$ cat src/rtl/spi_peripheral_pkg.sv
// Shared constants and types for the SPI register-write target.
package spi_peripheral_pkg;

  // Frame length in sclk edges: R/W bit, 7-bit address, 8-bit data.
  localparam int FRAME_BITS = 16;

  // Register map addresses.
  localparam int ADDR_EN_OUT_LO = 'h00;
  localparam int ADDR_EN_OUT_HI = 'h01;
  localparam int ADDR_EN_PWM_LO = 'h02;
  localparam int ADDR_EN_PWM_HI = 'h03;
  localparam int ADDR_DUTY      = 'h04;

  typedef enum logic [1:0] {
    IDLE   = 2'd0,
    SHIFT  = 2'd1,
    COMMIT = 2'd2
  } state_e;

endpackage

$ cat src/rtl/spi_sync_edge.sv
// Multi-flop synchroniser for an asynchronous pin, with single-cycle
// rising and falling edge pulses derived from the synchronised level.
module spi_sync_edge #(
  parameter int   SYNC_STAGES = 2,
  parameter logic RESET_VAL   = 1'b0
) (
  input  logic clk,
  input  logic rst,
  input  logic din,
  output logic sync,
  output logic rise,
  output logic fall
);

  logic [SYNC_STAGES-1:0] chain_q, chain_d;
  logic                   prev_q, prev_d;

  // Next-state: shift the pin into the chain, remember last synchronised level.
  always_comb begin
    chain_d = {chain_q[SYNC_STAGES-2:0], din};
    prev_d  = chain_q[SYNC_STAGES-1];
  end

  // Synchroniser and edge-history flops.
  always_ff @(posedge clk or posedge rst) begin
    if (rst) begin
      chain_q <= {SYNC_STAGES{RESET_VAL}};
      prev_q  <= RESET_VAL;
    end else begin
      chain_q <= chain_d;
      prev_q  <= prev_d;
    end
  end

  assign sync = chain_q[SYNC_STAGES-1];
  assign rise = sync & ~prev_q;
  assign fall = ~sync & prev_q;

endmodule

$ cat src/rtl/spi_peripheral.sv
// SPI mode-0 target writing the five 8-bit PWM control registers.
// Optional read-back of registers on cipo is enabled by defining
// SPI_READBACK_EN; without it cipo is tied low and read frames are ignored.
module spi_peripheral
  import spi_peripheral_pkg::*;
#(
  parameter int SYNC_STAGES = 2,
  parameter int FRAME_BITS  = spi_peripheral_pkg::FRAME_BITS,
  parameter int MAX_ADDR    = 4
) (
  input  logic       clk,
  input  logic       rst,
  input  logic       sclk,
  input  logic       copi,
  input  logic       ncs,
  output logic       cipo,
  output logic [7:0] en_reg_out_7_0,
  output logic [7:0] en_reg_out_15_8,
  output logic [7:0] en_reg_pwm_7_0,
  output logic [7:0] en_reg_pwm_15_8,
  output logic [7:0] pwm_duty_cycle
);

  localparam logic [6:0] MAX_ADDR_A  = 7'(MAX_ADDR);
  localparam logic [4:0] CNT_FULL    = 5'(FRAME_BITS);
  localparam logic [4:0] CNT_SAT     = 5'(FRAME_BITS + 1);
  localparam logic [1:0] SETTLE_DONE = 2'(SYNC_STAGES);

  logic sclk_sync, sclk_rise, sclk_fall;
  logic ncs_sync, ncs_rise, ncs_fall;
  logic copi_s;

  spi_sync_edge #(.SYNC_STAGES(SYNC_STAGES), .RESET_VAL(1'b0)) u_sclk_sync (
    .clk (clk), .rst (rst), .din (sclk),
    .sync(sclk_sync), .rise(sclk_rise), .fall(sclk_fall)
  );

  spi_sync_edge #(.SYNC_STAGES(SYNC_STAGES), .RESET_VAL(1'b1)) u_ncs_sync (
    .clk (clk), .rst (rst), .din (ncs),
    .sync(ncs_sync), .rise(ncs_rise), .fall(ncs_fall)
  );

  // copi needs only a level: same depth as sclk so data and edge stay aligned.
  logic [SYNC_STAGES-1:0] copi_sync_q, copi_sync_d;

  // copi synchroniser next-state.
  always_comb copi_sync_d = {copi_sync_q[SYNC_STAGES-2:0], copi};

  // copi synchroniser flops.
  always_ff @(posedge clk or posedge rst) begin
    if (rst) copi_sync_q <= '0;
    else     copi_sync_q <= copi_sync_d;
  end

  assign copi_s = copi_sync_q[SYNC_STAGES-1];

  state_e                   state_q, state_d;
  logic [4:0]               cnt_q, cnt_d;
  logic [15:0]              shift_q, shift_d;
  logic [MAX_ADDR:0][7:0]   regs_q, regs_d;
  logic [1:0]               settle_q, settle_d;
  logic                     armed_q, armed_d;

  // Frame FSM next-state. A reset that lands while ncs is held low makes the
  // synchronised ncs fall from its reset value of 1; armed_q blocks that fake
  // edge so the remainder of an interrupted frame is never captured.
  always_comb begin
    state_d  = state_q;
    cnt_d    = cnt_q;
    shift_d  = shift_q;
    regs_d   = regs_q;
    settle_d = (settle_q == SETTLE_DONE) ? settle_q : settle_q + 2'd1;
    armed_d  = armed_q | ((settle_q == SETTLE_DONE) & ncs_sync);
    case (state_q)
      IDLE: begin
        if (ncs_fall && armed_q) begin
          cnt_d   = '0;
          shift_d = '0;
          state_d = SHIFT;
        end
      end
      SHIFT: begin
        // ncs rise wins over a coincident sclk edge.
        if (ncs_rise) begin
          state_d = (cnt_q == CNT_FULL) ? COMMIT : IDLE;
        end else if (sclk_rise) begin
          shift_d = {shift_q[14:0], copi_s};
          if (cnt_q != CNT_SAT) cnt_d = cnt_q + 5'd1;
        end
      end
      COMMIT: begin
        if (shift_q[15] && (shift_q[14:8] <= MAX_ADDR_A)) begin
          for (int i = 0; i <= MAX_ADDR; i++) begin
            if (shift_q[14:8] == 7'(i)) regs_d[i] = shift_q[7:0];
          end
        end
        state_d = IDLE;
      end
      default: state_d = IDLE;
    endcase
  end

  // Frame FSM, shifter, counter and register bank.
  always_ff @(posedge clk or posedge rst) begin
    if (rst) begin
      state_q  <= IDLE;
      cnt_q    <= '0;
      shift_q  <= '0;
      regs_q   <= '0;
      settle_q <= '0;
      armed_q  <= 1'b0;
    end else begin
      state_q  <= state_d;
      cnt_q    <= cnt_d;
      shift_q  <= shift_d;
      regs_q   <= regs_d;
      settle_q <= settle_d;
      armed_q  <= armed_d;
    end
  end

`ifdef SPI_READBACK_EN
  logic [7:0] tx_q, tx_d;
  logic       act_q, act_d;
  logic       cipo_q, cipo_d;
  logic [7:0] hdr;
  logic       load_ok;

  // Read-back shifter: load on the 8th sclk rise of a read header, hold bit7
  // through the following fall, then advance one bit per fall.
  always_comb begin
    tx_d    = tx_q;
    act_d   = act_q;
    hdr     = {shift_q[6:0], copi_s};
    load_ok = (state_q == SHIFT) && !ncs_rise && sclk_rise && (cnt_q == 5'd7) &&
              !hdr[7] && (hdr[6:0] <= MAX_ADDR_A);
    if (load_ok) begin
      tx_d = '0;
      for (int i = 0; i <= MAX_ADDR; i++) begin
        if (hdr[6:0] == 7'(i)) tx_d = regs_q[i];
      end
      act_d = 1'b1;
    end else if (act_q && sclk_fall) begin
      if (cnt_q >= CNT_FULL)  act_d = 1'b0;
      else if (cnt_q >= 5'd9) tx_d = {tx_q[6:0], 1'b0};
    end
    if (state_d != SHIFT) act_d = 1'b0;
    cipo_d = act_d & tx_d[7];
  end

  // Read-back shifter and registered cipo.
  always_ff @(posedge clk or posedge rst) begin
    if (rst) begin
      tx_q   <= '0;
      act_q  <= 1'b0;
      cipo_q <= 1'b0;
    end else begin
      tx_q   <= tx_d;
      act_q  <= act_d;
      cipo_q <= cipo_d;
    end
  end

  assign cipo = cipo_q;

  logic unused_sig;
  assign unused_sig = sclk_sync;
`else
  assign cipo = 1'b0;

  logic unused_sig;
  assign unused_sig = sclk_sync ^ sclk_fall;
`endif

  assign en_reg_out_7_0  = regs_q[ADDR_EN_OUT_LO];
  assign en_reg_out_15_8 = regs_q[ADDR_EN_OUT_HI];
  assign en_reg_pwm_7_0  = regs_q[ADDR_EN_PWM_LO];
  assign en_reg_pwm_15_8 = regs_q[ADDR_EN_PWM_HI];
  assign pwm_duty_cycle  = regs_q[ADDR_DUTY];

  // A commit only ever follows a frame of exactly FRAME_BITS edges.
  a_commit_len: assert property (@(posedge clk) disable iff (rst)
    (state_q == COMMIT) |-> (cnt_q == CNT_FULL));

endmodule
$ cat config.mk
export PLATFORM = sky130hd
export DESIGN_NAME = spi_peripheral
export DESIGN_NICKNAME = d
export VERILOG_FILES = /design/src/rtl/spi_peripheral_pkg.sv /design/src/rtl/spi_sync_edge.sv /design/src/rtl/spi_peripheral.sv
export SDC_FILE = /design/constraint.sdc
export NUM_CORES = 1
export LEC_CHECK = 0
export CAP_MARGIN = 40
export CORE_ASPECT_RATIO = 0.8
export CORE_MARGIN = 8
export CORE_UTILIZATION = 65
export CTS_CLUSTER_DIAMETER = 200
export CTS_CLUSTER_SIZE = 20
export DETAILED_ROUTE_END_ITERATION = 7
export DONT_BUFFER_PORTS = 1
export PLACE_DENSITY = 0.81
export SETUP_SLACK_MARGIN = 0.5
export SYNTH_ARGS = -nofsm -noshare
export SYNTH_HDL_FRONTEND = slang
export SYNTH_SLANG_ARGS = --single-unit
export TNS_END_PERCENT = 30
$ cat constraint.sdc
create_clock -name clk -period 3.5 [get_ports clk]
set_input_delay 0.525 -clock clk [delete_from_list [all_inputs] [get_ports clk]]
set_output_delay 0.525 -clock clk [all_outputs]
set_load 0.02 [all_outputs]
After elaboration in Yosys (flattened, before gate mapping) --
Cells that the tools add are included.
Operators by class: add/sub/neg operators 2, multiply operators 0, div/mod/pow operators 0, order comparisons 1, equality and inequality tests 14, shift operators 0, multiplexer cells 13, bitwise operators 8, reduce and logical (&&, ||, !) cells 13
Operator list (number):
- 16-bit 2-to-1 mux | 3
- 16-bit one-hot mux with 2 select lines | 1
- 5-bit 2-to-1 mux | 4
- 3-bit AND reduction | 5
- 7-bit by 2-bit == test with 1-bit output (second input constant) | 2
- 2-bit != test (second input constant) | 5
- 5-bit one-hot mux with 2 select lines | 1
- 7-bit by 1-bit == test with 1-bit output (second input constant) | 1
- 7-bit by 3-bit == test with 1-bit output (second input constant) | 1
- 7-bit by 3-bit <= comparator with 1-bit output (second input constant) | 1
- 7-bit zero test | 1
- 2-bit 2-to-1 mux | 3
- 5-bit by 1-bit adder with 5-bit output (second input constant) | 1
- 5-bit == test (second input constant) | 1
- 5-bit != test (second input constant) | 1
- 5-bit AND reduction | 1
- 1-bit AND | 4
- 2-bit == test (second input constant) | 2
- 2-bit one-hot mux with 2 select lines | 1
- 4-bit AND reduction | 1
- 1-bit NOT | 3
- 2-bit by 1-bit adder with 2-bit output (second input constant) | 1
- 2-bit by 1-bit == test with 1-bit output (second input constant) | 1
- 1-bit logical AND | 2
- 4 further kinds | 4
Storage, ports and cells: register bits after elaboration 74, latch bits 0, bits in writable memories 0, ROM bits 0, logic and storage cells 66, memories 0

Longest topological paths before layout --
Gate-level depths: netlist of the first run.
depth after elaboration 5, gate-level depth with buffers 8

Hierarchy --
From an unflattened synthesis of the first run, not the netlist that was laid out.
Second synthesis, totals: cells, all modules 196, area total of the unflattened synthesis 2944.1 um^2
By module, submodules not included:
- spi_peripheral | times used 1, cells each 184, area each 2752.6 um^2, seq. area each 1701.6 um^2
- spi_sync_edge at u_ncs_sync | times used 1, cells each 6, area each 97.6 um^2, seq. area each 78.8 um^2
- spi_sync_edge at u_sclk_sync | times used 1, cells each 6, area each 93.8 um^2, seq. area each 75.1 um^2

Worst setup path before layout of the first run --
OpenSTA, ideal clock, no wires.
path kind register -> register, from register shift_q[12], to register regs_q (netlist bit en_reg_out_15_8[0]), data arrival time 2.237 ns, setup slack 1.138 ns, stages on the path, launching flop included 6, clock period less this slack 2.362 ns, path through dfrtp_1 or4_1 or4_1 buf_2 nor3_2 mux2_2
Between the ends: word-level cells in the longest chain between the ends 3
RTL lines:
- start: declaration | RTL line spi_peripheral.sv:59 | logic [15:0] shift_q, shift_d;
- start signal: assignment | RTL line spi_peripheral.sv:115 | shift_q <= shift_d;
- 7-bit by 3-bit <= comparator with 1-bit output | RTL line spi_peripheral.sv:92 | if (shift_q[15] && (shift_q[14:8] <= MAX_ADDR_A)) begin
- 1-bit logical AND | RTL line spi_peripheral.sv:92
- 3-bit AND reduction (no source line) *
- end signal: assignment | RTL line spi_peripheral.sv:116 | regs_q <= regs_d;
- end: declaration | RTL line spi_peripheral.sv:60 | logic [MAX_ADDR:0][7:0] regs_q, regs_d;
Every way passes the cells marked *; elsewhere a longest branch is shown, timed or not. A chain may end at the register's enable or synchronous reset.

Worst setup path after layout of the first run --
from register shift_q[12], to register regs_q (netlist bit en_reg_pwm_7_0[5])
The elaborated chain is that of the path after synthesis.

==> results of run 1 <==
-- power breakdown --
group          switching, W  internal (W)  total [W]  leakage [nW]
combinational     0.0000836     0.0000327   0.000116         0.427
sequential        0.0000313      0.000882   0.000913         0.997
clock              0.000283      0.000383   0.000666         0.106
total              0.000398       0.00130    0.00170          1.53
-- final cells by class --
class	count	area, um2	area share, %
inverter	20	75.1	2.33
tap	60	75.1	2.33
multi-input combinational	121	981	30.4
clock inverter	2	35.0	1.09
clock buffer	13	169	5.23
sequential	74	1860	57.5
timing repair buffer	3	37.5	1.16
-- layer usage --
metal | track usage (%) | up-vias | part of all wire [%]
met5 | 0 | - | 0
met4 | 7.67 | 0 | 0.73
met3 | 10.0 | 10 | 11
met2 | 26.4 | 97 | 48
met1 | 21.4 | 877 | 40
li1 | - | 789 | -
-- critical path, delay by kind of cell, from the launching register on --
kind          cells  cell delay (ns)
flops             1             0.40
mux               1             0.42
simple gates      3             1.75
-- synth_stat cells, types with 4 or more instances --
| library cell | number | area (um2) |
|---|---|---|
| nand2_1 | 8 | 30.0 |
| inv_1 | 20 | 75.1 |
| mux2_2 | 40 | 450 |
| o31ai_1 | 14 | 105 |
| dfrtp_1 | 71 | 1780 |
| clkbuf_1 | 7 | 26.3 |
| or4_1 | 4 | 30.0 |
| ha_1 | 4 | 50.1 |
| o21ai_0 | 4 | 20.0 |
| or3_1 | 4 | 25.0 |
| nand3_1 | 17 | 85.1 |
-- placed cells by master, fill, tap and decap left out --
master and n:
dfstp_2 3, or4_1 4, nand4_1 1, dfrtp_1 71, clkbuf_8 12, nor3b_1 1, mux2_2 40, nor3_2 3
conb_1 1, inv_1 19, mux2i_1 3, or3_1 4, nand2b_1 2, xnor2_1 2, nor3_1 1, dlygate4sd3_1 1
clkbuf_1 1, o21ai_0 4, a21oi_1 3, a21o_1 1, nor4_1 2, nand2_1 8, buf_12 1, and3_1 1
buf_4 1, and2_1 1, and4_1 1, clkinv_2 1, o31ai_1 14, ha_1 4, nand3_1 17, inv_2 1
bufinv_16 1, nor2_1 1, nor2b_1 2
-- cells by family after synthesis --
| family | Yosys count |
|---|---|
| flops | 74 |
| simple gates | 49 |
| mux | 43 |
| buf+inv | 31 |
| compound gates | 22 |
| fa+ha+maj | 4 |
| xor+xnor | 2 |
| other cells | 1 |
-- stage by stage --
step | std cells | total power, W | area, um2
floorplan | 226 | 0.00101 | 2970
global placement | 276 | 0.00102 | 2990
detailed placement | 277 | 0.00104 | 3010
CTS | 293 | 0.00171 | 3230
global route | 293 | 0.00177 | 3230
finish | 293 | 0.00170 | 3230
-- final timing paths --
path / to / startpoint / slack (ns)
min: u_ncs_sync.chain_q[0] / ncs / 0.18
min in group asynchronous: u_sclk_sync.chain_q[0] / rst / 0.52
min reg2reg: copi_sync_q[1] / copi_sync_q[0] / 0.35
max reg2reg: en_reg_pwm_7_0[5] / shift_q[12] / 0.81
max: en_reg_pwm_7_0[5] / shift_q[12] / 0.81
max in group asynchronous: u_ncs_sync.chain_q[1] / rst / 2.39
-- registers in the layout, indices dropped and copies added (netlist names) --
name	flops
en_reg_out_15_8	8
cnt_q	5
u_sclk_sync.chain_q	2
armed_q	1
shift_q	16
u_sclk_sync.prev_q	1
en_reg_out_7_0	8
u_ncs_sync.prev_q	1
settle_q	2
en_reg_pwm_7_0	8
u_ncs_sync.chain_q	2
state_q	2
en_reg_pwm_15_8	8
pwm_duty_cycle	8
copi_sync_q	2
==> results.sh, run 1 <==
export IMPL_preCtsSetupSlack_ns=0.796
export IMPL_core_rowCount=22
export IMPL_hold_viol=0
export IMPL_hold_depth=0
export IMPL_grt_pass1_wl_um=9850
export IMPL_grt_max_degree=45
export IMPL_dr_pass1_iters=5
export IMPL_synth_edf_count=0
export IMPL_final_util_pct=71.9
export IMPL_die_w_um=91.5
export IMPL_cts_root_buf="clkbuf_8"
export IMPL_gp_congestion=0.733
export IMPL_synth_compound_area_share_pct=4.98
export IMPL_synthDistinctLibCells=32
export IMPL_initial_utilization_pct=66.1
export IMPL_wl_per_cell_um=20.0
export IMPL_io_pins=46
export IMPL_finalCritPeriodShare_pct=76.8
export IMPL_grt_pass1_vias=1820
export IMPL_postCtsSetupRepairBufs=0
export IMPL_fillCellCount=286
export IMPL_endpoint_kind="flip-flop"
export IMPL_yosysWarnings=0
export IMPL_fin_skew_ns=0.00850
export IMPL_coreArea_um2=4490
export IMPL_path_clk_slew_ns=0.07
export IMPL_status="finished clean"
export IMPL_synth_top_family_by_area="multiplexers"
export IMPL_initialDrtViolationCount=210
export IMPL_postRouteAntennaNets=0
export IMPL_yosys_register_bits=74
export IMPL_hp_class="in2reg"
export IMPL_htree_levels=3
export IMPL_seq_area_frac_synth_pct=62.6
export IMPL_post_route_drc_count=0
export IMPL_setup_viol=0
export IMPL_drv_cap=0
export IMPL_synth_ff_type="dfrtp_1"
export IMPL_track_usage_pct=18.1
export IMPL_synthXorXnorAreaFrac_pct=0.591
export IMPL_hold_ws_ns=0.184
export IMPL_syn2layout_area_growth_pct=8.86
export IMPL_cts_tree="done"
export IMPL_synth_simple_gate_area_share_pct=9.49
export IMPL_crit_slowest_cell="nor3_2"
export IMPL_path_class="reg2reg"
export IMPL_ctsResizeCount=0
export IMPL_startpoint_type="flip-flop"
export IMPL_dieArea_um2=6990
export IMPL_synthesis_nets=235
export IMPL_clockBufferDepth=2
export IMPL_tns_ns=0
export IMPL_finalWirelength_um=5860
export IMPL_fin_crit_ns=2.69
export IMPL_clock_fmax_mhz=372
export IMPL_fin_ws_ns=0.813
export IMPL_path_cells="or4_1 -> or4_1 -> nor3_2 -> mux2_2"
export IMPL_synthMuxAreaShare_pct=16.2
export IMPL_syn_area_um2=2970
export IMPL_rsz0062_at_grt="false"
export IMPL_antennaDiodeCount=0
export IMPL_gr_total_overflow=0
export IMPL_hpwl_um=4020
export IMPL_chipHeight_um=76.4
export IMPL_p_leak_nw=1.53
export IMPL_port_buffers=0
export IMPL_slowest_delay_ns=0.63
export IMPL_cp_arrival_ns=2.91
export IMPL_vias=1773
export IMPL_antenna_found_initial=0
export IMPL_avgSynthCellArea_um2=13.1
export IMPL_synth_cells=226
export IMPL_critPathRequiredTime_ns=3.72
export IMPL_fin_nets=238
export IMPL_cp_common_cell="or4_1"
export IMPL_cts_sinks=74
export IMPL_irDropWorstVdd_uv=388
export IMPL_numCtsBuffers=9
export IMPL_path_max_fanout=8
export IMPL_worst_pin_slew_ns=0.785
export IMPL_r2r_cells=4
export IMPL_cts_hold_buf=1
export IMPL_async_flop_share_pct=100
export IMPL_powerDensity_nw_per_um2=525
export IMPL_via_per_inst=6.05
export IMPL_synth_adder_area_share_pct=1.69
export IMPL_clock_latency_ns=0.34
export IMPL_report_final_slew_viol_count=0
export IMPL_drive_above_1_share_pct=27.0
export IMPL_slew_headroom_pct=47.4
(Power assumes the default switching activity.)
==> run 2: changes to the inputs <==
CORE_UTILIZATION = 62   (was 65)
PLACE_DENSITY = 0.78   (was 0.81)
clock period = 2.6 ns   (was 3.5 ns; I/O delays follow)
==> run 2 against run 1 <==
Worst setup slack worse by 0.51 ns. Sequential cell count unchanged. Design area up 5.9%. Routed wire length up 15%. Via count up 7.7%.
==> results.sh, run 2 (synthesis gave the netlist of run 1 again) <==
export IMPL_clockBufferDepth=2
export IMPL_path_clk_slew_ns=0.07
export IMPL_power_switching_w=0.000554
export IMPL_grt_pass1_vias=2044
export IMPL_placed_area_um2=3150
export IMPL_startpoint_type="flip-flop"
export IMPL_p_clk_share_pct=36.9
export IMPL_grt_pass1_wl_um=11000
export IMPL_hpwl_um=4410
export IMPL_placed_cells=285
export IMPL_antennaDiodeCount=0
export IMPL_wl_met2_um=3300
export IMPL_clock_latency_ns=0.35
export IMPL_wl_met3_um=747
export IMPL_internal_power_w=0.00166
export IMPL_numCtsBuffers=9
export IMPL_switching_share_pct=25.0
export IMPL_dr_pass1_iters=4
export IMPL_hp_class="in2async"
export IMPL_clock_fmax_mhz=436
export IMPL_critPathRequiredTime_ns=2.84
export IMPL_worst_pin_slew_ns=0.664
export IMPL_tns_ns=0
export IMPL_setup_viol=0
export IMPL_die_w_um=93.3
export IMPL_irDropWorstVdd_uv=528
export IMPL_io_pins=46
export IMPL_cts_hold_buf=0
export IMPL_slew_headroom_pct=55.6
export IMPL_top_layer="met4"
export IMPL_path_class="reg2reg"
export IMPL_cp_common_cell="or4_4"
export IMPL_layout_commonest_cell="dfrtp_1"
export IMPL_core_rowCount=22
export IMPL_report_final_slew_viol_count=0
export IMPL_rsz0062_at_grt="true"
export IMPL_met1_length_um=2550
export IMPL_regMostFlops="shift_q"
export IMPL_crit_slowest_cell="or4_4"
export IMPL_hold_viol=0
export IMPL_cts_tree="done"
export IMPL_wl_per_cell_um=22.0
export IMPL_cp_arrival_ns=2.53
export IMPL_p_seq_share_pct=55.4
export IMPL_gr_total_overflow=0
export IMPL_syn2layout_area_growth_pct=15.3
export IMPL_p_leak_nw=1.60
export IMPL_status="finished clean"
export IMPL_fin_area_um2=3420
export IMPL_layout_common_cells="dfrtp_1, mux2_2, inv_1, mux2_4, nand3_1"
export IMPL_fin_crit_ns=2.29
export IMPL_chipHeight_um=77.9
export IMPL_p_comb_share_pct=7.7
export IMPL_finalCritPeriodShare_pct=88.2
export IMPL_path_cells="or4_4 -> or4_4 -> nor3_4 -> buf_4 -> mux2_4"
export IMPL_path_max_fanout=4
export IMPL_htree_levels=3
export IMPL_gp_congestion=0.787
export IMPL_via_per_inst=6.22
export IMPL_cts_sinks=74
export IMPL_slowest_delay_ns=0.53
export IMPL_endpoint_kind="flip-flop"
export IMPL_initial_utilization_pct=64.5
export IMPL_port_buffers=0
export IMPL_fin_nets=251
export IMPL_fin_skew_ns=0.00936
export IMPL_vias=1910
export IMPL_coreArea_um2=4600
export IMPL_drive_above_1_share_pct=32.4
export IMPL_track_usage_pct=20.1
export IMPL_powerDensity_nw_per_um2=649
export IMPL_dieArea_um2=7270
export IMPL_postRouteAntennaNets=0
export IMPL_initialDrtViolationCount=220
export IMPL_largest_reg_flops=16
export IMPL_finalWirelength_um=6770
export IMPL_drv_cap=0
export IMPL_antenna_found_initial=0
export IMPL_grt_max_degree=44
export IMPL_post_route_drc_count=0
export IMPL_fin_cells=307
export IMPL_cts_root_buf="clkbuf_8"
[run 2: cell types whose count changed in the layout (fill, tap and decap cells not counted), moves of 2 or more]
cell	previous run	this run
nor3_2	3	0
mux2_2	40	21
buf_4	1	11
or4_4	0	2
nor3_4	0	3
buf_6	0	4
or4_1	4	2
mux2_4	0	19
[run 2: worst max-delay path: cells and delay by family, from the launching register on]
| family | cells | cell delay [ns] |
|---|---|---|
| buffers and inverters | 1 | 0.20 |
| flip-flops | 1 | 0.40 |
| multiplexers | 1 | 0.29 |
| AND/OR/NAND/NOR | 3 | 1.29 |
[run 2: worst paths after layout]
path / startpoint / endpoint / slack [ns] / cells past startpoint
worst max register to register: shift_q[13] / en_reg_out_15_8[4] / 0.31 / 5
worst min register to register: u_ncs_sync.chain_q[0] / u_ncs_sync.chain_q[1] / 0.36 / 0
min in group clk: ncs / u_ncs_sync.chain_q[0] / 0.04 / 0
max in group asynchronous: rst / u_ncs_sync.chain_q[1] / 1.88 / 2
worst min-delay path: rst / en_reg_pwm_15_8[7] / 0.01 / 1
worst max-delay path: shift_q[13] / en_reg_out_15_8[4] / 0.31 / 5
[run 2: stage by stage]
stage	total power (W)	hold slack [ns]	util, %	setup slack [ns]
6_report	0.00222	0.0125	74.4	0.308
4_1_cts	0.00223	0.0186	73.5	0.270
2_1_floorplan	0.00136	0.331	-	0.313
3_3_place_gp	0.00140	0.332	68.5	0.152
3_5_place_dp	0.00141	0.343	68.5	0.0957
5_1_grt	0.00231	0.0132	74.4	0.271
[run 2: final cells by class]
type,count,area (um2)
Clock inverter,2,10.0
Fill cell,281,1180
Clock buffer,14,173
Multi-Input combinational cell,121,1080
Tap cell,60,75.1
Sequential cell,74,1860
Timing Repair Buffer,16,148
Inverter,20,75.1
[run 2: repair_timing]
item                                    CTS  global route
endpoints found under the setup margin   32            46
buffers inserted                          3             3
pin swaps                                 1             1
resized for setup                         6             5
[run 2: power by group through the flow]
stage / clock (W) / combinational (W) / sequential, W
after floorplan: 0 / 0.000118 / 0.00124
after CTS: 0.000837 / 0.000169 / 0.00123
after detailed placement: 0 / 0.000158 / 0.00125
after global routing: 0.000879 / 0.000195 / 0.00123
final: 0.000818 / 0.000171 / 0.00123
after global placement: 0 / 0.000148 / 0.00125
[run 2: metal layers]
layer / vias up / track usage [%]
met5: - / 0
met4: 0 / 7.70
met3: 18 / 11.8
met2: 117 / 31.2
met1: 962 / 22.2
li1: 813 / -
==> run 3: changes to the inputs <==
HOLD_SLACK_MARGIN = 0.03   (was unset)
PLACE_DENSITY = unset   (was 0.78)
PLACE_DENSITY_LB_ADDON = 0.15   (was unset)
==> run 3 against run 2 <==
Design area up 0.55%. Worst hold slack better by 0.062 ns. Global-route usage down 0.72 points. Sequential share of layout area down 0.30 points. Power up 2.8%. Clock skew down 0.0018 ns. Die area unchanged. Register-to-register slack about the same. First-iteration DRC count down 41%. Highest routed layer unchanged. Sequential power about the same.
==> results.sh, run 3 (synthesis gave the netlist of run 1 again) <==
export IMPL_cts_root_buf="clkbuf_8"
export IMPL_die_w_um=93.3
export IMPL_path_max_fanout=4
export IMPL_rsz0062_at_grt="true"
export IMPL_vias=1859
export IMPL_numCtsBuffers=9
export IMPL_fin_cells=306
export IMPL_crit_slowest_cell="or4_4"
export IMPL_postRouteAntennaNets=0
export IMPL_endpoint_kind="flip-flop"
export IMPL_drv_cap=0
export IMPL_tns_ns=0
export IMPL_syn2layout_area_growth_pct=15.9
export IMPL_path_clk_slew_ns=0.08
export IMPL_fin_skew_ns=0.00759
export IMPL_coreArea_um2=4600
export IMPL_gr_total_overflow=0
export IMPL_startpoint_type="flip-flop"
export IMPL_cts_tree="done"
export IMPL_hold_ws_ns=0.0747
export IMPL_cts_sinks=74
export IMPL_initialDrtViolationCount=129
export IMPL_wl_per_cell_um=21.9
export IMPL_path_class="reg2reg"
export IMPL_initial_utilization_pct=64.5
export IMPL_hp_class="in2async"
export IMPL_grt_pass1_wl_um=10800
export IMPL_antennaDiodeCount=0
export IMPL_p_leak_nw=1.61
export IMPL_dr_pass1_iters=4
export IMPL_fillCellCount=282
export IMPL_irDropWorstVdd_uv=509
export IMPL_slowest_delay_ns=0.54
export IMPL_core_rowCount=22
export IMPL_layout_common_cells="dfrtp_1, mux2_4, inv_1, mux2_2, nand3_1"
export IMPL_antenna_found_initial=0
export IMPL_path_cells="or4_4 -> or4_4 -> buf_6 -> nor3_4 -> buf_6 -> mux2_2"
export IMPL_placed_cells=285
export IMPL_r2r_cells=6
export IMPL_setup_viol=0
export IMPL_htree_levels=3
export IMPL_drive_above_1_share_pct=32.1
export IMPL_regToRegSetupSlack_ns=0.29
export IMPL_hpwl_um=4420
export IMPL_layout_commonest_cell="dfrtp_1"
export IMPL_clock_fmax_mhz=434
export IMPL_via_per_inst=6.08
export IMPL_power_w=0.00228
export IMPL_chipHeight_um=77.9
export IMPL_regMostFlops="shift_q"
export IMPL_hold_viol=0
export IMPL_cp_arrival_ns=2.53
export IMPL_critPathRequiredTime_ns=2.83
export IMPL_fin_crit_ns=2.31
export IMPL_status="finished clean"
export IMPL_port_buffers=0
export IMPL_report_final_slew_viol_count=0
export IMPL_worst_pin_slew_ns=0.815
export IMPL_dieArea_um2=7270
export IMPL_grt_max_degree=39
export IMPL_clock_latency_ns=0.34
export IMPL_post_route_drc_count=0
export IMPL_largest_reg_flops=16
export IMPL_rr_startpoint="shift_q[12]"
export IMPL_finalWirelength_um=6710
export IMPL_grt_pass1_vias=1956
export IMPL_track_usage_pct=19.4
export IMPL_fin_nets=250
export IMPL_finalCritPeriodShare_pct=88.7
export IMPL_clockBufferDepth=2
export IMPL_gp_congestion=0.812
export IMPL_r2r_end="en_reg_pwm_7_0[7]"
export IMPL_powerDensity_nw_per_um2=663
export IMPL_io_pins=46
export IMPL_slew_headroom_pct=45.6
## run 3: cell types whose count changed in the layout (fill, tap and decap cells not counted), moves of 2 or more
| cell | change |
|---|---|
| clkbuf_8 | -2 |
| mux2_4 | +2 |
| buf_4 | -3 |
| mux2_2 | -2 |
## run 3: worst max-delay path, delay by kind of cell, from the launching register on
family / cells / cell delay (ns)
AND/OR/NAND/NOR: 3 / 1.17
flip-flops: 1 / 0.38
buffers and inverters: 2 / 0.31
multiplexers: 1 / 0.33
## run 3: cell type report
type	instances	area, um2	area share [%]
Sequential cell	74	1860	54.0
Multi-Input combinational cell	121	1090	31.7
Timing Repair Buffer	15	146	4.26
Clock buffer	11	141	4.11
Inverter	20	75.1	2.18
Tap cell	60	75.1	2.18
Clock inverter	5	53.8	1.56
## run 3: per-layer routing
metal	vias up	share of wire (%)	GRT usage (%)
met2	82	47	28.5
li1	816	-	-
met4	0	2.3	9.15
met3	19	9.5	8.27
met1	942	41	24.1
met5	-	0	0
## run 3: where the power goes
part / switching (W) / total (W) / internal (W)
clock: 0.000408 / 0.000874 / 0.000466
combinational: 0.000122 / 0.000178 / 0.0000564
sequential: 0.0000419 / 0.00123 / 0.00119
## run 3: stage by stage
stage / utilization [%] / cell area (um2) / setup WS, ns
global route: 74.8 / 3440 / 0.232
finish: 74.8 / 3440 / 0.294
floorplan: - / 3050 / 0.313
global placement: 68.5 / 3150 / 0.296
CTS: 74.1 / 3410 / 0.323
detailed placement: 68.5 / 3150 / 0.243
## run 3: how the worst max path moves through the flow
stage | end | startpoint | depth (start not counted) | slack (ns)
after global placement | en_reg_pwm_15_8[6] | shift_q[12] | 4 | 0.30
final | en_reg_pwm_7_0[7] | shift_q[12] | 6 | 0.29
after floorplan | en_reg_pwm_15_8[0] | shift_q[12] | 6 | 0.31
after CTS | en_reg_pwm_7_0[7] | shift_q[12] | 6 | 0.32
after detailed placement | en_reg_pwm_15_8[6] | shift_q[12] | 4 | 0.24
after global routing | en_reg_pwm_7_0[7] | shift_q[12] | 6 | 0.23
## run 3: what timing repair did
item | 4_1_cts | 5_1_grt
endpoints found under the setup margin | 32 | 43
hold buffers | 1 | 0
pin swaps | 1 | 0
hold endpoints to repair | 1 | 0
gates resized for setup | 8 | 6
setup buffers | 3 | 1
